==> config.mk <==
export PLATFORM = sky130hd
export DESIGN_NAME = uart_rx_frame_flat
export DESIGN_NICKNAME = d
export VERILOG_FILES = /design/src/rtl/uart_pkg.sv /design/src/rtl/uart_rx_frame_if.sv /design/src/rtl/uart_rx_tick_gen.sv /design/src/rtl/uart_rx_frame.sv /design/src/flat_wrapper.sv
export SDC_FILE = /design/constraint.sdc
export NUM_CORES = 1
export LEC_CHECK = 0
export ABC_CLOCK_PERIOD_IN_PS = 2650
export CELL_PAD_IN_SITES_DETAIL_PLACEMENT = 1
export CELL_PAD_IN_SITES_GLOBAL_PLACEMENT = 1
export CORE_MARGIN = 5
export CORE_UTILIZATION = 46
export DETAILED_ROUTE_END_ITERATION = 12
export PLACE_DENSITY_LB_ADDON = 0.1
export SETUP_SLACK_MARGIN = 0.5
export SLEW_MARGIN = 30
export SYNTH_ARGS = -nofsm -noshare
export SYNTH_HDL_FRONTEND = slang
export SYNTH_SLANG_ARGS = --single-unit
==> constraint.sdc <==
create_clock -name Clock -period 2.65 [get_ports Clock]
set_input_delay 0.3975 -clock Clock [delete_from_list [all_inputs] [get_ports Clock]]
set_output_delay 0.3975 -clock Clock [all_outputs]
set_load 0.1 [all_outputs]
==> src/rtl/uart_pkg.sv <==
// Shared UART definitions: baud select codes, oversample divisor lookup
// and the receive state encoding.
package uart_pkg;

    localparam int OVERSAMPLE = 16;
    localparam int DIV_W      = 16;

    localparam logic [1:0] BAUD_2400  = 2'b00;
    localparam logic [1:0] BAUD_4800  = 2'b01;
    localparam logic [1:0] BAUD_9600  = 2'b10;
    localparam logic [1:0] BAUD_19200 = 2'b11;

    typedef enum logic [2:0] {
        IDLE   = 3'd0,
        START  = 3'd1,
        DATA   = 3'd2,
        PARITY = 3'd3,
        STOP   = 3'd4
    } rx_state_e;

    // Rounded clk_hz / (baud * 16); gives 1302/651/326/163 at 50 MHz.
    function automatic logic [DIV_W-1:0] div_of(input int clk_hz, input int baud);
        return DIV_W'((clk_hz + baud * (OVERSAMPLE / 2)) / (baud * OVERSAMPLE));
    endfunction

    function automatic logic [DIV_W-1:0] baud_div(input logic [1:0] sel, input int clk_hz);
        logic [DIV_W-1:0] div;
        case (sel)
            BAUD_2400:  div = div_of(clk_hz, 2400);
            BAUD_4800:  div = div_of(clk_hz, 4800);
            BAUD_9600:  div = div_of(clk_hz, 9600);
            BAUD_19200: div = div_of(clk_hz, 19200);
            default:    div = div_of(clk_hz, 2400);
        endcase
        return div;
    endfunction

endpackage

==> src/rtl/uart_rx_frame_if.sv <==
// Receive-side signal bundle: line and frame configuration in, byte and
// status out. The slave modport is the receiver's view.
interface uart_rx_frame_if #(
    parameter int DATA_BITS = 8
);
    logic                 RxIn;
    logic [1:0]           BaudRate;
    logic                 ParityEn;
    logic                 ParityOdd;
    logic [DATA_BITS-1:0] RxData;
    logic                 RxDone;
    logic                 ParityError;
    logic                 StopError;
    logic                 RxBusy;

    modport master (
        output RxIn, BaudRate, ParityEn, ParityOdd,
        input  RxData, RxDone, ParityError, StopError, RxBusy
    );

    modport slave (
        input  RxIn, BaudRate, ParityEn, ParityOdd,
        output RxData, RxDone, ParityError, StopError, RxBusy
    );
endinterface

==> src/rtl/uart_rx_tick_gen.sv <==
// 16x oversample tick generator; counts 0..DIV-1 while enabled and
// pulses Tick on the last count.
module uart_rx_tick_gen
    import uart_pkg::*;
#(
    parameter int CLK_HZ = 50_000_000
) (
    input  logic       Clock,
    input  logic       Reset,
    input  logic       Enable,
    input  logic [1:0] BaudRate,
    output logic       Tick
);
    localparam logic [DIV_W-1:0] DIV_2400  = baud_div(BAUD_2400, CLK_HZ);
    localparam logic [DIV_W-1:0] DIV_4800  = baud_div(BAUD_4800, CLK_HZ);
    localparam logic [DIV_W-1:0] DIV_9600  = baud_div(BAUD_9600, CLK_HZ);
    localparam logic [DIV_W-1:0] DIV_19200 = baud_div(BAUD_19200, CLK_HZ);

    logic [DIV_W-1:0] div_s;
    logic [DIV_W-1:0] cnt_r;

    // Divisor selection
    always_comb begin
        case (BaudRate)
            BAUD_2400:  div_s = DIV_2400;
            BAUD_4800:  div_s = DIV_4800;
            BAUD_9600:  div_s = DIV_9600;
            BAUD_19200: div_s = DIV_19200;
            default:    div_s = DIV_2400;
        endcase
    end

    assign Tick = Enable && (cnt_r == (div_s - {{(DIV_W-1){1'b0}}, 1'b1}));

    // Oversample counter, held at zero while disabled
    always_ff @(posedge Clock or posedge Reset) begin
        if (Reset) begin
            cnt_r <= {DIV_W{1'b0}};
        end else if (!Enable || Tick) begin
            cnt_r <= {DIV_W{1'b0}};
        end else begin
            cnt_r <= cnt_r + {{(DIV_W-1){1'b0}}, 1'b1};
        end
    end

endmodule

==> src/rtl/uart_rx_frame.sv <==
// UART receive path: synchronizes RxIn, qualifies the start bit, samples
// data/parity/stop at mid-bit and strobes RxDone with the received byte.
module uart_rx_frame
    import uart_pkg::*;
#(
    parameter int CLK_HZ    = 50_000_000,
    parameter int DATA_BITS = 8
) (
    input logic            Clock,
    input logic            Reset,
    uart_rx_frame_if.slave rx
);
    localparam int               BIT_W    = (DATA_BITS > 1) ? $clog2(DATA_BITS) : 1;
    localparam logic [BIT_W-1:0] LAST_BIT = BIT_W'(DATA_BITS - 1);
    localparam logic [3:0]       TICK_MID = 4'(OVERSAMPLE / 2 - 1);
    localparam logic [3:0]       TICK_END = 4'(OVERSAMPLE - 1);

    function automatic logic parity_of(input logic [DATA_BITS-1:0] d);
        return ^d;
    endfunction

    logic [1:0]           sync_r;
    logic                 rxs_s;
    logic                 tick_s;
    logic                 tick_en_s;
    rx_state_e            state_r, state_nxt_s;

    logic [3:0]           tick_cnt_r, tick_cnt_nxt_s;
    logic [BIT_W-1:0]     bit_cnt_r, bit_cnt_nxt_s;
    logic [DATA_BITS-1:0] shift_r, shift_nxt_s;
    logic                 par_flag_r, par_flag_nxt_s;
    logic [1:0]           baud_r, baud_nxt_s;
    logic                 par_en_r, par_en_nxt_s;
    logic                 par_odd_r, par_odd_nxt_s;
    logic [DATA_BITS-1:0] rx_data_r, rx_data_nxt_s;
    logic                 done_r, done_nxt_s;
    logic                 perr_r, perr_nxt_s;
    logic                 serr_r, serr_nxt_s;
    logic                 busy_r;

    // Two-flop synchronizer for the asynchronous serial line
    always_ff @(posedge Clock or posedge Reset) begin
        if (Reset) begin
            sync_r <= 2'b11;
        end else begin
            sync_r <= {sync_r[0], rx.RxIn};
        end
    end

    assign rxs_s     = sync_r[1];
    assign tick_en_s = (state_r != IDLE);

    uart_rx_tick_gen #(
        .CLK_HZ (CLK_HZ)
    ) u_tick_gen (
        .Clock    (Clock),
        .Reset    (Reset),
        .Enable   (tick_en_s),
        .BaudRate (baud_r),
        .Tick     (tick_s)
    );

    // FSM state register
    always_ff @(posedge Clock or posedge Reset) begin
        if (Reset) begin
            state_r <= IDLE;
        end else begin
            state_r <= state_nxt_s;
        end
    end

    // FSM next-state logic
    always_comb begin
        state_nxt_s = state_r;
        case (state_r)
            IDLE: begin
                if (!rxs_s) state_nxt_s = START;
                else        state_nxt_s = IDLE;
            end
            START: begin
                if (tick_s && (tick_cnt_r == TICK_MID)) state_nxt_s = rxs_s ? IDLE : DATA;
                else                                    state_nxt_s = START;
            end
            DATA: begin
                if (tick_s && (tick_cnt_r == TICK_END) && (bit_cnt_r == LAST_BIT))
                    state_nxt_s = par_en_r ? PARITY : STOP;
                else
                    state_nxt_s = DATA;
            end
            PARITY: begin
                if (tick_s && (tick_cnt_r == TICK_END)) state_nxt_s = STOP;
                else                                    state_nxt_s = PARITY;
            end
            STOP: begin
                if (tick_s && (tick_cnt_r == TICK_END)) state_nxt_s = IDLE;
                else                                    state_nxt_s = STOP;
            end
            default: state_nxt_s = IDLE;
        endcase
    end

    // FSM output / datapath next values
    always_comb begin
        tick_cnt_nxt_s = tick_cnt_r;
        bit_cnt_nxt_s  = bit_cnt_r;
        shift_nxt_s    = shift_r;
        par_flag_nxt_s = par_flag_r;
        baud_nxt_s     = baud_r;
        par_en_nxt_s   = par_en_r;
        par_odd_nxt_s  = par_odd_r;
        rx_data_nxt_s  = rx_data_r;
        done_nxt_s     = 1'b0;
        perr_nxt_s     = perr_r;
        serr_nxt_s     = serr_r;
        case (state_r)
            IDLE: begin
                tick_cnt_nxt_s = 4'd0;
                bit_cnt_nxt_s  = {BIT_W{1'b0}};
                // Frame configuration is frozen for the whole frame
                if (!rxs_s) begin
                    baud_nxt_s     = rx.BaudRate;
                    par_en_nxt_s   = rx.ParityEn;
                    par_odd_nxt_s  = rx.ParityOdd;
                    par_flag_nxt_s = 1'b0;
                end else begin
                    par_flag_nxt_s = par_flag_r;
                end
            end
            START: begin
                if (tick_s && (tick_cnt_r == TICK_MID)) begin
                    tick_cnt_nxt_s = 4'd0;
                    bit_cnt_nxt_s  = {BIT_W{1'b0}};
                end else if (tick_s) begin
                    tick_cnt_nxt_s = tick_cnt_r + 4'd1;
                end else begin
                    tick_cnt_nxt_s = tick_cnt_r;
                end
            end
            DATA: begin
                if (tick_s && (tick_cnt_r == TICK_END)) begin
                    shift_nxt_s[bit_cnt_r] = rxs_s;
                    tick_cnt_nxt_s         = 4'd0;
                    bit_cnt_nxt_s          = bit_cnt_r + {{(BIT_W-1){1'b0}}, 1'b1};
                end else if (tick_s) begin
                    tick_cnt_nxt_s = tick_cnt_r + 4'd1;
                end else begin
                    tick_cnt_nxt_s = tick_cnt_r;
                end
            end
            PARITY: begin
                if (tick_s && (tick_cnt_r == TICK_END)) begin
                    par_flag_nxt_s = rxs_s ^ (parity_of(shift_r) ^ par_odd_r);
                    tick_cnt_nxt_s = 4'd0;
                end else if (tick_s) begin
                    tick_cnt_nxt_s = tick_cnt_r + 4'd1;
                end else begin
                    tick_cnt_nxt_s = tick_cnt_r;
                end
            end
            STOP: begin
                if (tick_s && (tick_cnt_r == TICK_END)) begin
                    rx_data_nxt_s  = shift_r;
                    perr_nxt_s     = par_en_r & par_flag_r;
                    serr_nxt_s     = ~rxs_s;
                    done_nxt_s     = 1'b1;
                    tick_cnt_nxt_s = 4'd0;
                end else if (tick_s) begin
                    tick_cnt_nxt_s = tick_cnt_r + 4'd1;
                end else begin
                    tick_cnt_nxt_s = tick_cnt_r;
                end
            end
            default: begin
                tick_cnt_nxt_s = 4'd0;
                bit_cnt_nxt_s  = {BIT_W{1'b0}};
            end
        endcase
    end

    // Datapath and registered outputs
    always_ff @(posedge Clock or posedge Reset) begin
        if (Reset) begin
            tick_cnt_r <= 4'd0;
            bit_cnt_r  <= {BIT_W{1'b0}};
            shift_r    <= {DATA_BITS{1'b0}};
            par_flag_r <= 1'b0;
            baud_r     <= 2'b00;
            par_en_r   <= 1'b0;
            par_odd_r  <= 1'b0;
            rx_data_r  <= {DATA_BITS{1'b0}};
            done_r     <= 1'b0;
            perr_r     <= 1'b0;
            serr_r     <= 1'b0;
            busy_r     <= 1'b0;
        end else begin
            tick_cnt_r <= tick_cnt_nxt_s;
            bit_cnt_r  <= bit_cnt_nxt_s;
            shift_r    <= shift_nxt_s;
            par_flag_r <= par_flag_nxt_s;
            baud_r     <= baud_nxt_s;
            par_en_r   <= par_en_nxt_s;
            par_odd_r  <= par_odd_nxt_s;
            rx_data_r  <= rx_data_nxt_s;
            done_r     <= done_nxt_s;
            perr_r     <= perr_nxt_s;
            serr_r     <= serr_nxt_s;
            busy_r     <= (state_nxt_s != IDLE);
        end
    end

    assign rx.RxData      = rx_data_r;
    assign rx.RxDone      = done_r;
    assign rx.ParityError = perr_r;
    assign rx.StopError   = serr_r;
    assign rx.RxBusy      = busy_r;

endmodule
==> src/flat_wrapper.sv <==
// flat-port wrapper written by rule: the top's interface ports become plain ports
module uart_rx_frame_flat import uart_pkg::*;
#(
    parameter int CLK_HZ    = 50_000_000,
    parameter int DATA_BITS = 8
)
  (Clock, Reset, rx_RxIn, rx_BaudRate, rx_ParityEn, rx_ParityOdd, rx_RxData, rx_RxDone, rx_ParityError, rx_StopError, rx_RxBusy);
  uart_rx_frame_if #(.DATA_BITS(DATA_BITS)) rx_i ();
  input logic Clock;
  input logic Reset;
  input wire logic [$bits(rx_i.RxIn)-1:0] rx_RxIn;
  input wire logic [$bits(rx_i.BaudRate)-1:0] rx_BaudRate;
  input wire logic [$bits(rx_i.ParityEn)-1:0] rx_ParityEn;
  input wire logic [$bits(rx_i.ParityOdd)-1:0] rx_ParityOdd;
  output wire logic [$bits(rx_i.RxData)-1:0] rx_RxData;
  output wire logic [$bits(rx_i.RxDone)-1:0] rx_RxDone;
  output wire logic [$bits(rx_i.ParityError)-1:0] rx_ParityError;
  output wire logic [$bits(rx_i.StopError)-1:0] rx_StopError;
  output wire logic [$bits(rx_i.RxBusy)-1:0] rx_RxBusy;
  assign rx_i.RxIn = rx_RxIn;
  assign rx_i.BaudRate = rx_BaudRate;
  assign rx_i.ParityEn = rx_ParityEn;
  assign rx_i.ParityOdd = rx_ParityOdd;
  assign rx_RxData = rx_i.RxData;
  assign rx_RxDone = rx_i.RxDone;
  assign rx_ParityError = rx_i.ParityError;
  assign rx_StopError = rx_i.StopError;
  assign rx_RxBusy = rx_i.RxBusy;
  uart_rx_frame #(.CLK_HZ(CLK_HZ), .DATA_BITS(DATA_BITS)) u_core (.Clock(Clock), .Reset(Reset), .rx(rx_i));
endmodule
After elaboration in Yosys (flattened, before gate mapping) --
Cells that the tools add are included.
Word-level totals: output and inout port bits 12, flip-flop bits (word level) 53, word-level logic and storage cells 86
Operators by class: muxes and demuxes 25, bitwise operators 5, add/sub/neg operators 4, $lt $le $gt $ge 2, eq/ne operators 15, reduce and logical (&&, ||, !) cells 20
Operator list (count):
- $pmux 16 s4 | 1
- $mux 3 | 7
- $add 16x1->16 const B | 1
- $eq 16x16->1 | 1
- $mux 16 | 1
- $sub 16x1->16 const B | 1
- $pmux 3 s5 | 1
- $mux 4 | 3
- $pmux 3 s3 | 1
- $bwmux 8 | 1
- $pmux 4 s2 | 1
- $reduce_xor 8->1 | 1
- $eq 3x2->1 const B | 2
- $eq 3x3->1 const B | 2
- $mux 1 | 6
- $ne 2x1->1 const B | 3
- $reduce_and 2->1 | 3
- $reduce_and 3->1 | 2
- $reduce_bool 3->1 | 2
- $logic_and 1x1->1 | 5
- $add 4x1->4 const B | 1
- $eq 2x2->1 const B | 2
- $eq 4x3->1 const B | 1
- $eq 4x4->1 const B | 1
- other kinds (19) | 21

Depth between registers and ports, before layout --
Gate-level depths: netlist of run 1.
depth in word-level cells 10, gate-level depth with buffers 9, depth with buffers taken out 6

Modules after synthesis --
Synthesis of run 1 repeated with hierarchy kept, for this count alone.
Unflattened totals: cells, all modules 262, area, all modules 2905.3 um^2
By module, submodules not included:
- uart_rx_frame | cells an instance 157, area each 1900.6 um^2, times used 1
- uart_rx_tick_gen | cells an instance 105, area each 1004.7 um^2, times used 1

Worst setup path after synthesis of run 1 --
Ideal clock, no wire load.
kind register -> register, start register u_core.baud_r[0], end register u_core.shift_r[5], cell stages (with the launch flop) 8, setup time 0.128 ns, setup slack 0.450 ns, arrival 2.072 ns, period minus slack after synthesis 2.200 ns, path through dfrtp_1 -> nor4b_2 -> nand2_2 -> a2111oi_4 -> nand3b_4 -> buf_6 -> nor3_2 -> mux2_1
On the way: word-level cells in the longest chain between the ends 7, elaborated cells between the ends (all ways) 10, classes of those cells add/sub: 1; eq/ne: 4; mux: 1; reduce/logical: 4
RTL lines:
- start: declaration | RTL line uart_rx_frame.sv:32 | logic [1:0] baud_r, baud_nxt_s;
- start signal: assignment | RTL line uart_rx_frame.sv:200 | baud_r <= baud_nxt_s;
- $eq 2x2->1, or another cell as far along | RTL line uart_rx_tick_gen.sv:24 | case (BaudRate)
- $pmux 16 s4 (*) | RTL line uart_rx_tick_gen.sv:24
- $sub 16x1->16 (*) | RTL line uart_rx_tick_gen.sv:33 | assign Tick = Enable && (cnt_r == (div_s - {{(DIV_W-1){1'b0}}, 1'b1}));
- $eq 16x16->1 (*) | RTL line uart_rx_tick_gen.sv:33
- $logic_and 1x1->1 (*) | RTL line uart_rx_tick_gen.sv:33
- $logic_and 1x1->1 (*) | RTL line uart_rx_frame.sv:140 | if (tick_s && (tick_cnt_r == TICK_END)) begin
- $reduce_and 2->1 (no source line) (*)
- end signal: assignment | RTL line uart_rx_frame.sv:185 | shift_r <= {DATA_BITS{1'b0}};
- end signal: assignment | RTL line uart_rx_frame.sv:198 | shift_r <= shift_nxt_s;
- end: declaration | RTL line uart_rx_frame.sv:30 | logic [DATA_BITS-1:0] shift_r, shift_nxt_s;
Every way passes the cells marked *; elsewhere a longest branch is shown, timed or not. The select of a mux whose other input is x is not followed. A chain may end at the register's enable or synchronous reset.

Worst setup path after layout of run 1 --
start register u_core.baud_r[0], end register u_core.bit_cnt_r[1]
On the way: word-level cells in the longest chain between the ends 8, elaborated cells between the ends (all ways) 13, classes of those cells add/sub: 1; eq/ne: 6; mux: 1; reduce/logical: 5
RTL lines:
- $eq 2x2->1, or another cell as far along | RTL line uart_rx_tick_gen.sv:24
- $pmux 16 s4 (*) | RTL line uart_rx_tick_gen.sv:24
- $sub 16x1->16 (*) | RTL line uart_rx_tick_gen.sv:33
- $eq 16x16->1 (*) | RTL line uart_rx_tick_gen.sv:33
- $logic_and 1x1->1 (*) | RTL line uart_rx_tick_gen.sv:33
- $logic_and 1x1->1, on equally long branches | RTL line uart_rx_frame.sv:140, uart_rx_frame.sv:130
- $ne 2x1->1 (no source line)
- $reduce_and 3->1 (no source line) (*)
- end signal: assignment | RTL line uart_rx_frame.sv:184 | bit_cnt_r <= {BIT_W{1'b0}};
- end signal: assignment | RTL line uart_rx_frame.sv:197 | bit_cnt_r <= bit_cnt_nxt_s;
- end: declaration | RTL line uart_rx_frame.sv:29 | logic [BIT_W-1:0] bit_cnt_r, bit_cnt_nxt_s;
Marked as above.

==> out/qor.tcl, run 1 <==
set qor(die-area_um2) 7660
set qor(grt_start_max_net_pins) 54
set qor(rsz_0062_raised_after_global_routing) {yes}
set qor(design.portCount) 19
set qor(synthesis.yosys.warnings) 0
set qor(required_ns) 2.88
set qor(holdPathStages) 0
set qor(instance_area_after_placement_um2) 3010
set qor(power_density_nw_per_um2) 536
set qor(worst_reg_to_reg_cells) 8
set qor(final-seq-area_um2) 1330
set qor(placed_cell_count) 353
set qor(cts_hold_repair.buffers) 0
set qor(dp_worst_setup_slack_ns) 0.147
set qor(ys_seq_elements) 53
set qor(synth_seq_area_share_pct) 48.1
set qor(drt_drc_violations_left) 0
set qor(power.total_mw) 1.79
set qor(worst_setup_path_end_kind) {flip-flop}
set qor(timing_max_transition_violations_final) 0
set qor(worst_skew_late_latency_ns) 0.31
set qor(die-height_um) 87.5
set qor(grtUsageTotal_pct) 18.2
set qor(synth.distinct_cells) 47
set qor(drive_gt1_share_pct) 25.8
set qor(drtPass1Iterations) 4
set qor(worstPathArrival_ns) 2.48
set qor(power.static_leakage_nw) 1.51
set qor(first_pass_grt_wire_length_um) 10900
set qor(outcome) {finished, final reports clean}
set qor(multi_input_area_um2) 1530
set qor(power.combinational.fraction_pct) 14.5
set qor(postLayoutCoreUtil_pct) 56.9
set qor(ctsLongestPathBuffers) 2
set qor(worst_slew_pin_slew_ns) 0.579
set qor(io_buffer_count) 18
set qor(post-route-min-period_ns) 2.25
set qor(hold_viol) 0
set qor(relSlewSlack_pct) 61.3
set qor(vdd_ir_drop_max_mv) 0.344
set qor(sw_frac_of_total_pct) 29.5
set qor(vias_in_the_first_global_route) 2305
set qor(fin_worst_skew_ns) 0.0183
set qor(post_synth_inst_count) 263
set qor(syn_avg_cell_area_um2) 10.5
set qor(postRouteAntennaNets) 0
set qor(setup.worst_path.class) {reg -> reg}
set qor(synth.area.top_cells) {sky130_fd_sc_hd__dfrtp_1 (46%), sky130_fd_sc_hd__mux2_1 (5.7%), sky130_fd_sc_hd__xnor2_1 (4.8%)}
set qor(finish.net_count) 305
set qor(async_reset_ff_share_pct) 100
set qor(synth-edff-count) 0
set qor(critical_path.startpoint_type) {flip-flop}
set qor(cell_internal_pwr_mw) 1.27
set qor(critical_path.max_fanout) 5
set qor(coreArea_um2) 5890
set qor(via_count) 2090
set qor(cts.sink_count) 53
set qor(number_of_antenna_violations_at_the_first_check_in_global_routing) 0
set qor(power.share.sequential_pct) 53.2
set qor(worst_hold_slack_ns) 0.362
set qor(cts_root_buffer) {sky130_fd_sc_hd__clkbuf_8}
set qor(via_cell_ratio) 5.65
set qor(dp_hpwl_um) 4320
set qor(final.period_utilization_pct) 84.8
set qor(netlist.area_leader.share_pct) 46.2
set qor(drt_first_iter_violations) 68
set qor(post-route-worst-setup-slack_ns) 0.403
set qor(fin_setup_tns_ns) 0
set qor(min-delay-path-class) {reg -> reg}
set qor(rows) 28
set qor(die_x_um) 87.5
set qor(starting_utilization_of_the_core_area_pct) 46.9
set qor(drt_wl_total_um) 6480
set qor(wire_per_inst_um) 17.5
set qor(post_synth_instance_area_um2) 2760
set qor(cts.clk_slew.worst_paths_ns) 0.10
set qor(fillerInstances) 646
set qor(setup_viol_count_final) 0
set qor(globalplace.congestion) 0.788
set qor(count_of_h_tree_levels_built_during_cts) 2
set qor(clock_power_share_pct) 32.4
set qor(overflow_after_grt) 0
set qor(tritoncts) {done}
set qor(max_freq_mhz) 445
set qor(synth_area_leader) {sky130_fd_sc_hd__dfrtp_1}
set qor(n_antenna_cell) 0
set qor(layout-area-overhead-vs-synth_pct) 21.2
set qor(final_design_area_no_fill_um2) 3350
set qor(fin_cells) 370
set qor(cap_viol_max_count) 0
set qor(primary_ff_master_synth) {sky130_fd_sc_hd__dfrtp_1}
set qor(numCtsBuffers) 5
set qor(number_of_nets_produced_by_synthesis) 274
set qor(switchingPower_uw) 530
## worst max-delay path, stage by stage (launching register included)
cell,delay (ns)
sky130_fd_sc_hd__dfrtp_2,0.45
sky130_fd_sc_hd__buf_6,0.13
sky130_fd_sc_hd__and4bb_1,0.20
sky130_fd_sc_hd__a22oi_2,0.12
sky130_fd_sc_hd__a2111oi_4,0.33
sky130_fd_sc_hd__buf_4,0.21
sky130_fd_sc_hd__nand3b_4,0.15
sky130_fd_sc_hd__or3_1,0.40
sky130_fd_sc_hd__o211ai_1,0.18
## logic make-up after synthesis
logic type,share of synthesized area [%]
buffers and inverters,2.04
adder cells (fa/ha/maj),1.81
multiplexers,9.19
flip-flops,48.1
AND/OR/NAND/NOR,22.1
XOR/XNOR,7.93
AO/OA/AOI/OAI,8.83
## layer usage
layer  up-vias  track usage (%)  share of wire, %
met5         -                0                 0
met4         0             6.28               1.9
met3        11             3.31               2.1
met2        20             33.2                53
met1      1068             21.1                43
li1        991                -                 -
## power by group through the flow
stage	Combinational (mW)	Clock [mW]	Sequential, mW
final	0.259	0.581	0.955
after global routing	0.293	0.633	0.966
after CTS	0.249	0.600	0.951
after detailed placement	0.207	0	0.975
after global placement	0.202	0	0.971
after floorplan	0.160	0	0.944
## cells in the mapped netlist, types with 2 or more instances
library cell,n
sky130_fd_sc_hd__o211ai_1,3
sky130_fd_sc_hd__clkbuf_1,3
sky130_fd_sc_hd__a211oi_2,2
sky130_fd_sc_hd__mux2_2,5
sky130_fd_sc_hd__mux2i_1,4
sky130_fd_sc_hd__buf_2,3
sky130_fd_sc_hd__nand3b_1,2
sky130_fd_sc_hd__and4bb_1,2
sky130_fd_sc_hd__mux2_1,14
sky130_fd_sc_hd__nor3_2,4
sky130_fd_sc_hd__or3_1,5
sky130_fd_sc_hd__dfstp_2,2
sky130_fd_sc_hd__xnor2_1,15
sky130_fd_sc_hd__nand2b_1,4
sky130_fd_sc_hd__inv_1,5
sky130_fd_sc_hd__nor4_1,5
sky130_fd_sc_hd__nand4_1,4
sky130_fd_sc_hd__and3_1,2
sky130_fd_sc_hd__ha_1,4
sky130_fd_sc_hd__xor2_1,10
sky130_fd_sc_hd__nor2_1,32
sky130_fd_sc_hd__nand3_1,13
sky130_fd_sc_hd__o21ai_0,12
sky130_fd_sc_hd__o31a_1,2
sky130_fd_sc_hd__nor2b_1,2
sky130_fd_sc_hd__nand4b_1,2
sky130_fd_sc_hd__and2_1,2
sky130_fd_sc_hd__a21oi_1,6
sky130_fd_sc_hd__nor3_1,4
sky130_fd_sc_hd__nand2_1,22
sky130_fd_sc_hd__a211oi_1,2
sky130_fd_sc_hd__dfrtp_1,51
## timing repair
| action | CTS | global route |
|---|---|---|
| buffers inserted | 8 | 0 |
| pin swaps | 16 | 8 |
| cloned | 1 | 0 |
| resized for setup | 18 | 17 |
| endpoints found under the setup margin | 38 | 46 |
## layout make-up
type / instances / share of cell area [%]
clock buffers: 5 / 2.06
clock inverters: 3 / 1.42
inverters: 5 / 0.561
multi-input cells: 199 / 45.6
flip-flops and latches: 53 / 39.8
well taps: 75 / 2.80
repair buffers: 30 / 7.78
## state kept, by name, indices dropped and copies added (netlist names)
register	flops
u_core.u_tick_gen.cnt_r	16
u_core.bit_cnt_r	3
u_core.sync_r	2
u_core.rx.RxData	8
u_core.rx.RxBusy	1
u_core.rx.RxDone	1
u_core.tick_cnt_r	4
u_core.par_en_r	1
u_core.rx.StopError	1
u_core.baud_r	2
u_core.state_r	3
u_core.shift_r	8
u_core.rx.ParityError	1
u_core.par_odd_r	1
u_core.par_flag_r	1
## path summary, 6_finish.rpt
path / slack (ns) / from / endpoint
max: 0.40 / u_core.baud_r[0] / u_core.bit_cnt_r[1]
min: 0.36 / u_core.sync_r[0] / u_core.sync_r[1]
max reg2reg: 0.40 / u_core.baud_r[0] / u_core.bit_cnt_r[1]
min reg2reg: 0.36 / u_core.sync_r[0] / u_core.sync_r[1]
max in group asynchronous: 1.92 / Reset / u_core.sync_r[0]
min in group asynchronous: 0.45 / Reset / u_core.rx.RxData[7]
## layout by cell type (no fill, tap or decap), types with 3 or more instances in the layout
cell type,count
sky130_fd_sc_hd__dfrtp_1,48
sky130_fd_sc_hd__nor2_1,31
sky130_fd_sc_hd__buf_4,21
sky130_fd_sc_hd__nand2_1,18
sky130_fd_sc_hd__xnor2_1,15
sky130_fd_sc_hd__nand3_1,12
sky130_fd_sc_hd__mux2_1,11
sky130_fd_sc_hd__xor2_1,10
sky130_fd_sc_hd__o21ai_0,9
sky130_fd_sc_hd__clkdlybuf4s50_1,6
sky130_fd_sc_hd__nand2_2,5
sky130_fd_sc_hd__a21oi_1,5
sky130_fd_sc_hd__mux2_2,5
sky130_fd_sc_hd__clkbuf_8,5
sky130_fd_sc_hd__nand2b_1,4
sky130_fd_sc_hd__inv_1,4
sky130_fd_sc_hd__nor4_2,4
sky130_fd_sc_hd__nor3_1,4
sky130_fd_sc_hd__mux2i_1,4
sky130_fd_sc_hd__nand4_1,4
sky130_fd_sc_hd__or3_1,4
sky130_fd_sc_hd__ha_1,4
sky130_fd_sc_hd__o211ai_1,3
sky130_fd_sc_hd__mux2_4,3
sky130_fd_sc_hd__dfrtp_2,3
(Power assumes the default switching activity.)
==> run 2, diff against run 1 <==
ABC_CLOCK_PERIOD_IN_PS = 1900   (was 2650)
CORE_UTILIZATION = 42   (was 46)
clock period = 1.9 ns   (was 2.65 ns; I/O delays follow)
==> run 2 against run 1 <==
Compared with the run above:
- the flow now finishes with violations (negative setup slack)
- wire length is 33% higher
- die area is 8.4% higher
- register-to-register slack lost 0.83 ns
- power rose by 52%
- sequential cell count did not move
- via count rose by 12%
==> out/qor.tcl, run 2 (synthesized netlist as in run 1, its figures left out) <==
set qor(cap_viol_max_count) 0 ;# unchanged
set qor(starting_utilization_of_the_core_area_pct) 43.3 ;# was 46.9%
set qor(worst_skew_late_latency_ns) 0.32 ;# was 0.31 ns
set qor(dp_hpwl_um) 4940 ;# was 4320 um
set qor(timing_max_transition_violations_final) 0 ;# unchanged
set qor(highest_layer) {met4} ;# unchanged
set qor(relSlewSlack_pct) 59.3 ;# was 61.3%
set qor(worst_hold_slack_ns) 0.364 ;# was 0.362 ns
set qor(cts_hold_repair.buffers) 0 ;# unchanged
set qor(die-area_um2) 8300 ;# was 7660 um2
set qor(cts.sink_count) 53 ;# unchanged
set qor(vdd_ir_drop_max_mv) 0.641 ;# was 0.344 mV
set qor(tritoncts) {done} ;# unchanged
set qor(final.period_utilization_pct) 123 ;# was 84.8%
set qor(cts_root_buffer) {sky130_fd_sc_hd__clkbuf_8} ;# unchanged
set qor(drive_gt1_share_pct) 43.3 ;# was 25.8%
set qor(layout_commonest_cell) {sky130_fd_sc_hd__buf_4} ;# was sky130_fd_sc_hd__dfrtp_1
set qor(critical_path.n_buffers_inverters) 1 ;# was 2
set qor(n_antenna_cell) 0 ;# unchanged
set qor(layout_common_cells) {sky130_fd_sc_hd__buf_4 (56), sky130_fd_sc_hd__dfrtp_1 (49), sky130_fd_sc_hd__nor2_1 (26), sky130_fd_sc_hd__nand2_1 (15), sky130_fd_sc_hd__xnor2_1 (15)} ;# was sky130_fd_sc_hd__dfrtp_1 (48), sky130_fd_sc_hd__nor2_1 (31), sky130_fd_sc_hd__buf_4 (21), sky130_fd_sc_hd__nand2_1 (18), sky130_fd_sc_hd__xnor2_1 (15)
set qor(routed-wl-met2_um) 4720 ;# was 3440 um
set qor(worstPathCellList) {nor4_2 -> nand2_1 -> a2111oi_4 -> nand3b_4 -> buf_4 -> nor4_2 -> mux2_1} ;# was buf_6 -> and4bb_1 -> a22oi_2 -> a2111oi_4 -> buf_4 -> nand3b_4 -> or3_1 -> o211ai_1
set qor(fin_worst_skew_ns) 0.00716 ;# was 0.0183 ns
set qor(grtUsageTotal_pct) 19.8 ;# was 18.2%
set qor(multi_input_area_um2) 1690 ;# was 1530 um2
set qor(power.static_leakage_nw) 1.77 ;# was 1.51 nW
set qor(drt_wl_total_um) 8580 ;# was 6480 um
set qor(rows) 29 ;# was 28
set qor(failed_checks) {negative setup slack}
set qor(setup.worst_path.class) {reg -> reg} ;# unchanged
set qor(max_flop_register) {u_core.u_tick_gen.cnt_r} ;# unchanged
set qor(final_design_area_no_fill_um2) 3970 ;# was 3350 um2
set qor(critical_path.startpoint_type) {flip-flop} ;# unchanged
set qor(worstPathArrival_ns) 2.54 ;# was 2.48 ns
set qor(coreArea_um2) 6390 ;# was 5890 um2
set qor(io_buffer_count) 18 ;# unchanged
set qor(cp_top_family) {simple AND/OR/NAND/NOR gates} ;# unchanged
set qor(max_freq_mhz) 429 ;# was 445 MHz
set qor(ctsLongestPathBuffers) 2 ;# unchanged
set qor(dp_worst_setup_slack_ns) -0.368 ;# was 0.147 ns
set qor(holdPathStages) 0 ;# unchanged
set qor(required_ns) 2.10 ;# was 2.88 ns
set qor(via_count) 2338 ;# was 2090
set qor(path_common_cell) {sky130_fd_sc_hd__nor4_2}
set qor(finish.net_count) 352 ;# was 305
set qor(die_x_um) 91.1 ;# was 87.5 um
set qor(worst_reg_to_reg_cells) 7 ;# was 8
set qor(met1_length_um) 3440 ;# was 2770 um
set qor(fillerInstances) 693 ;# was 646
set qor(critical_path.max_fanout) 7 ;# was 5
set qor(post-route-min-period_ns) 2.33 ;# was 2.25 ns
set qor(largest_register_ffs) 16 ;# unchanged
set qor(grt_start_max_net_pins) 54 ;# unchanged
set qor(power_density_nw_per_um2) 689 ;# was 536 nW/um2
set qor(layout-area-overhead-vs-synth_pct) 43.6 ;# was 21.2%
set qor(numCtsBuffers) 5 ;# unchanged
set qor(drt_drc_violations_left) 0 ;# unchanged
set qor(count_of_h_tree_levels_built_during_cts) 2 ;# unchanged
set qor(outcome) {complete, but fails checks} ;# was finished, final reports clean
set qor(globalplace.congestion) 0.778 ;# was 0.788
set qor(overflow_after_grt) 0 ;# unchanged
set qor(critPathMaxStageDelay_ns) 0.43 ;# was 0.45 ns
set qor(rsz_0062_raised_after_global_routing) {yes} ;# unchanged
set qor(design.portCount) 19 ;# unchanged
set qor(final-seq-area_um2) 1330 ;# about the same
set qor(setup_viol_count_final) 46 ;# was 0
set qor(via_cell_ratio) 5.58 ;# was 5.65
set qor(cts.clk_slew.worst_paths_ns) 0.11 ;# was 0.10 ns
set qor(drtPass1Iterations) 4 ;# unchanged
set qor(die-height_um) 91.1 ;# was 87.5 um
set qor(number_of_antenna_violations_at_the_first_check_in_global_routing) 0 ;# unchanged
set qor(worst_path_max_delay_cell) {sky130_fd_sc_hd__dfrtp_1} ;# was sky130_fd_sc_hd__dfrtp_2
set qor(detailroute.wirelength.met3_um) 235 ;# was 138 um
set qor(hold_viol) 0 ;# unchanged
set qor(critical_path_depth) 7 ;# was 8
set qor(worst_setup_path_end_kind) {flip-flop} ;# unchanged
set qor(min-delay-path-class) {reg -> reg} ;# unchanged
set qor(post-route-worst-setup-slack_ns) -0.432 ;# was 0.403 ns
set qor(instance_area_after_placement_um2) 3360 ;# was 3010 um2
set qor(vias_in_the_first_global_route) 2492 ;# was 2305
set qor(worst_slew_pin_slew_ns) 0.610 ;# was 0.579 ns
set qor(first_pass_grt_wire_length_um) 13200 ;# was 10900 um
set qor(postRouteAntennaNets) 0 ;# unchanged
set qor(drt_first_iter_violations) 63 ;# was 68
set qor(wire_per_inst_um) 20.5 ;# was 17.5 um
==> run 2: changes by cell type in the layout (fill, tap and decap cells not counted), sizes merged <==
cell / previous run / this run
buf: 24 / 72
clkinv: 0 / 1
clkinvlp: 0 / 1
inv: 7 / 5
nand3b: 4 / 3
==> run 2: power breakdown <==
part,leakage [nW],switching (mW),internal (mW)
clock network,0.0603,0.426,0.405
registers,0.702,0.0988,1.21
logic,1.01,0.320,0.278
==> run 2: cell type report <==
cell class              count  share of cell area (%)
flip-flops and latches     53                    33.6
multi-input cells         198                    42.7
well taps                  77                    2.43
repair buffers             78                    17.7
clock buffers               5                    1.74
clock inverters             3                    1.26
inverters                   5                   0.568
==> run 2: metal layers <==
metal / vias up / GRT usage [%]
li1: 1084 / -
met1: 1200 / 23.3
met2: 37 / 35.7
met3: 17 / 3.64
met4: 0 / 6.97
met5: - / 0
==> run 2: path summary, 6_finish.rpt <==
path | from | endpoint | slack, ns
max in group asynchronous | Reset | u_core.sync_r[1] | 1.21
max | u_core.u_tick_gen.cnt_r[12] | u_core.shift_r[0] | -0.43
min | u_core.sync_r[0] | u_core.sync_r[1] | 0.36
min reg2reg | u_core.sync_r[0] | u_core.sync_r[1] | 0.36
max reg2reg | u_core.u_tick_gen.cnt_r[12] | u_core.shift_r[0] | -0.43
min in group asynchronous | Reset | u_core.u_tick_gen.cnt_r[3] | 0.40
==> run 2: what timing repair did <==
item                                    in CTS  in global routing
endpoints found under the setup margin      51                 51
buffers inserted                             9                  4
cloned                                       2                  0
pin swaps                                   17                 12
resized for setup                           46                 40
==> run 2: metrics by stage <==
step                total power [mW]  cells  TNS (ns)  utilization [%]
floorplan                       1.55    263     -2.93                -
global placement                1.78    396     -6.34             52.7
detailed placement              1.79    396     -8.77             52.7
CTS                             2.66    415     -8.97             59.0
global route                    2.86    419    -14.63             62.1
finish                          2.73    419    -11.34             62.1
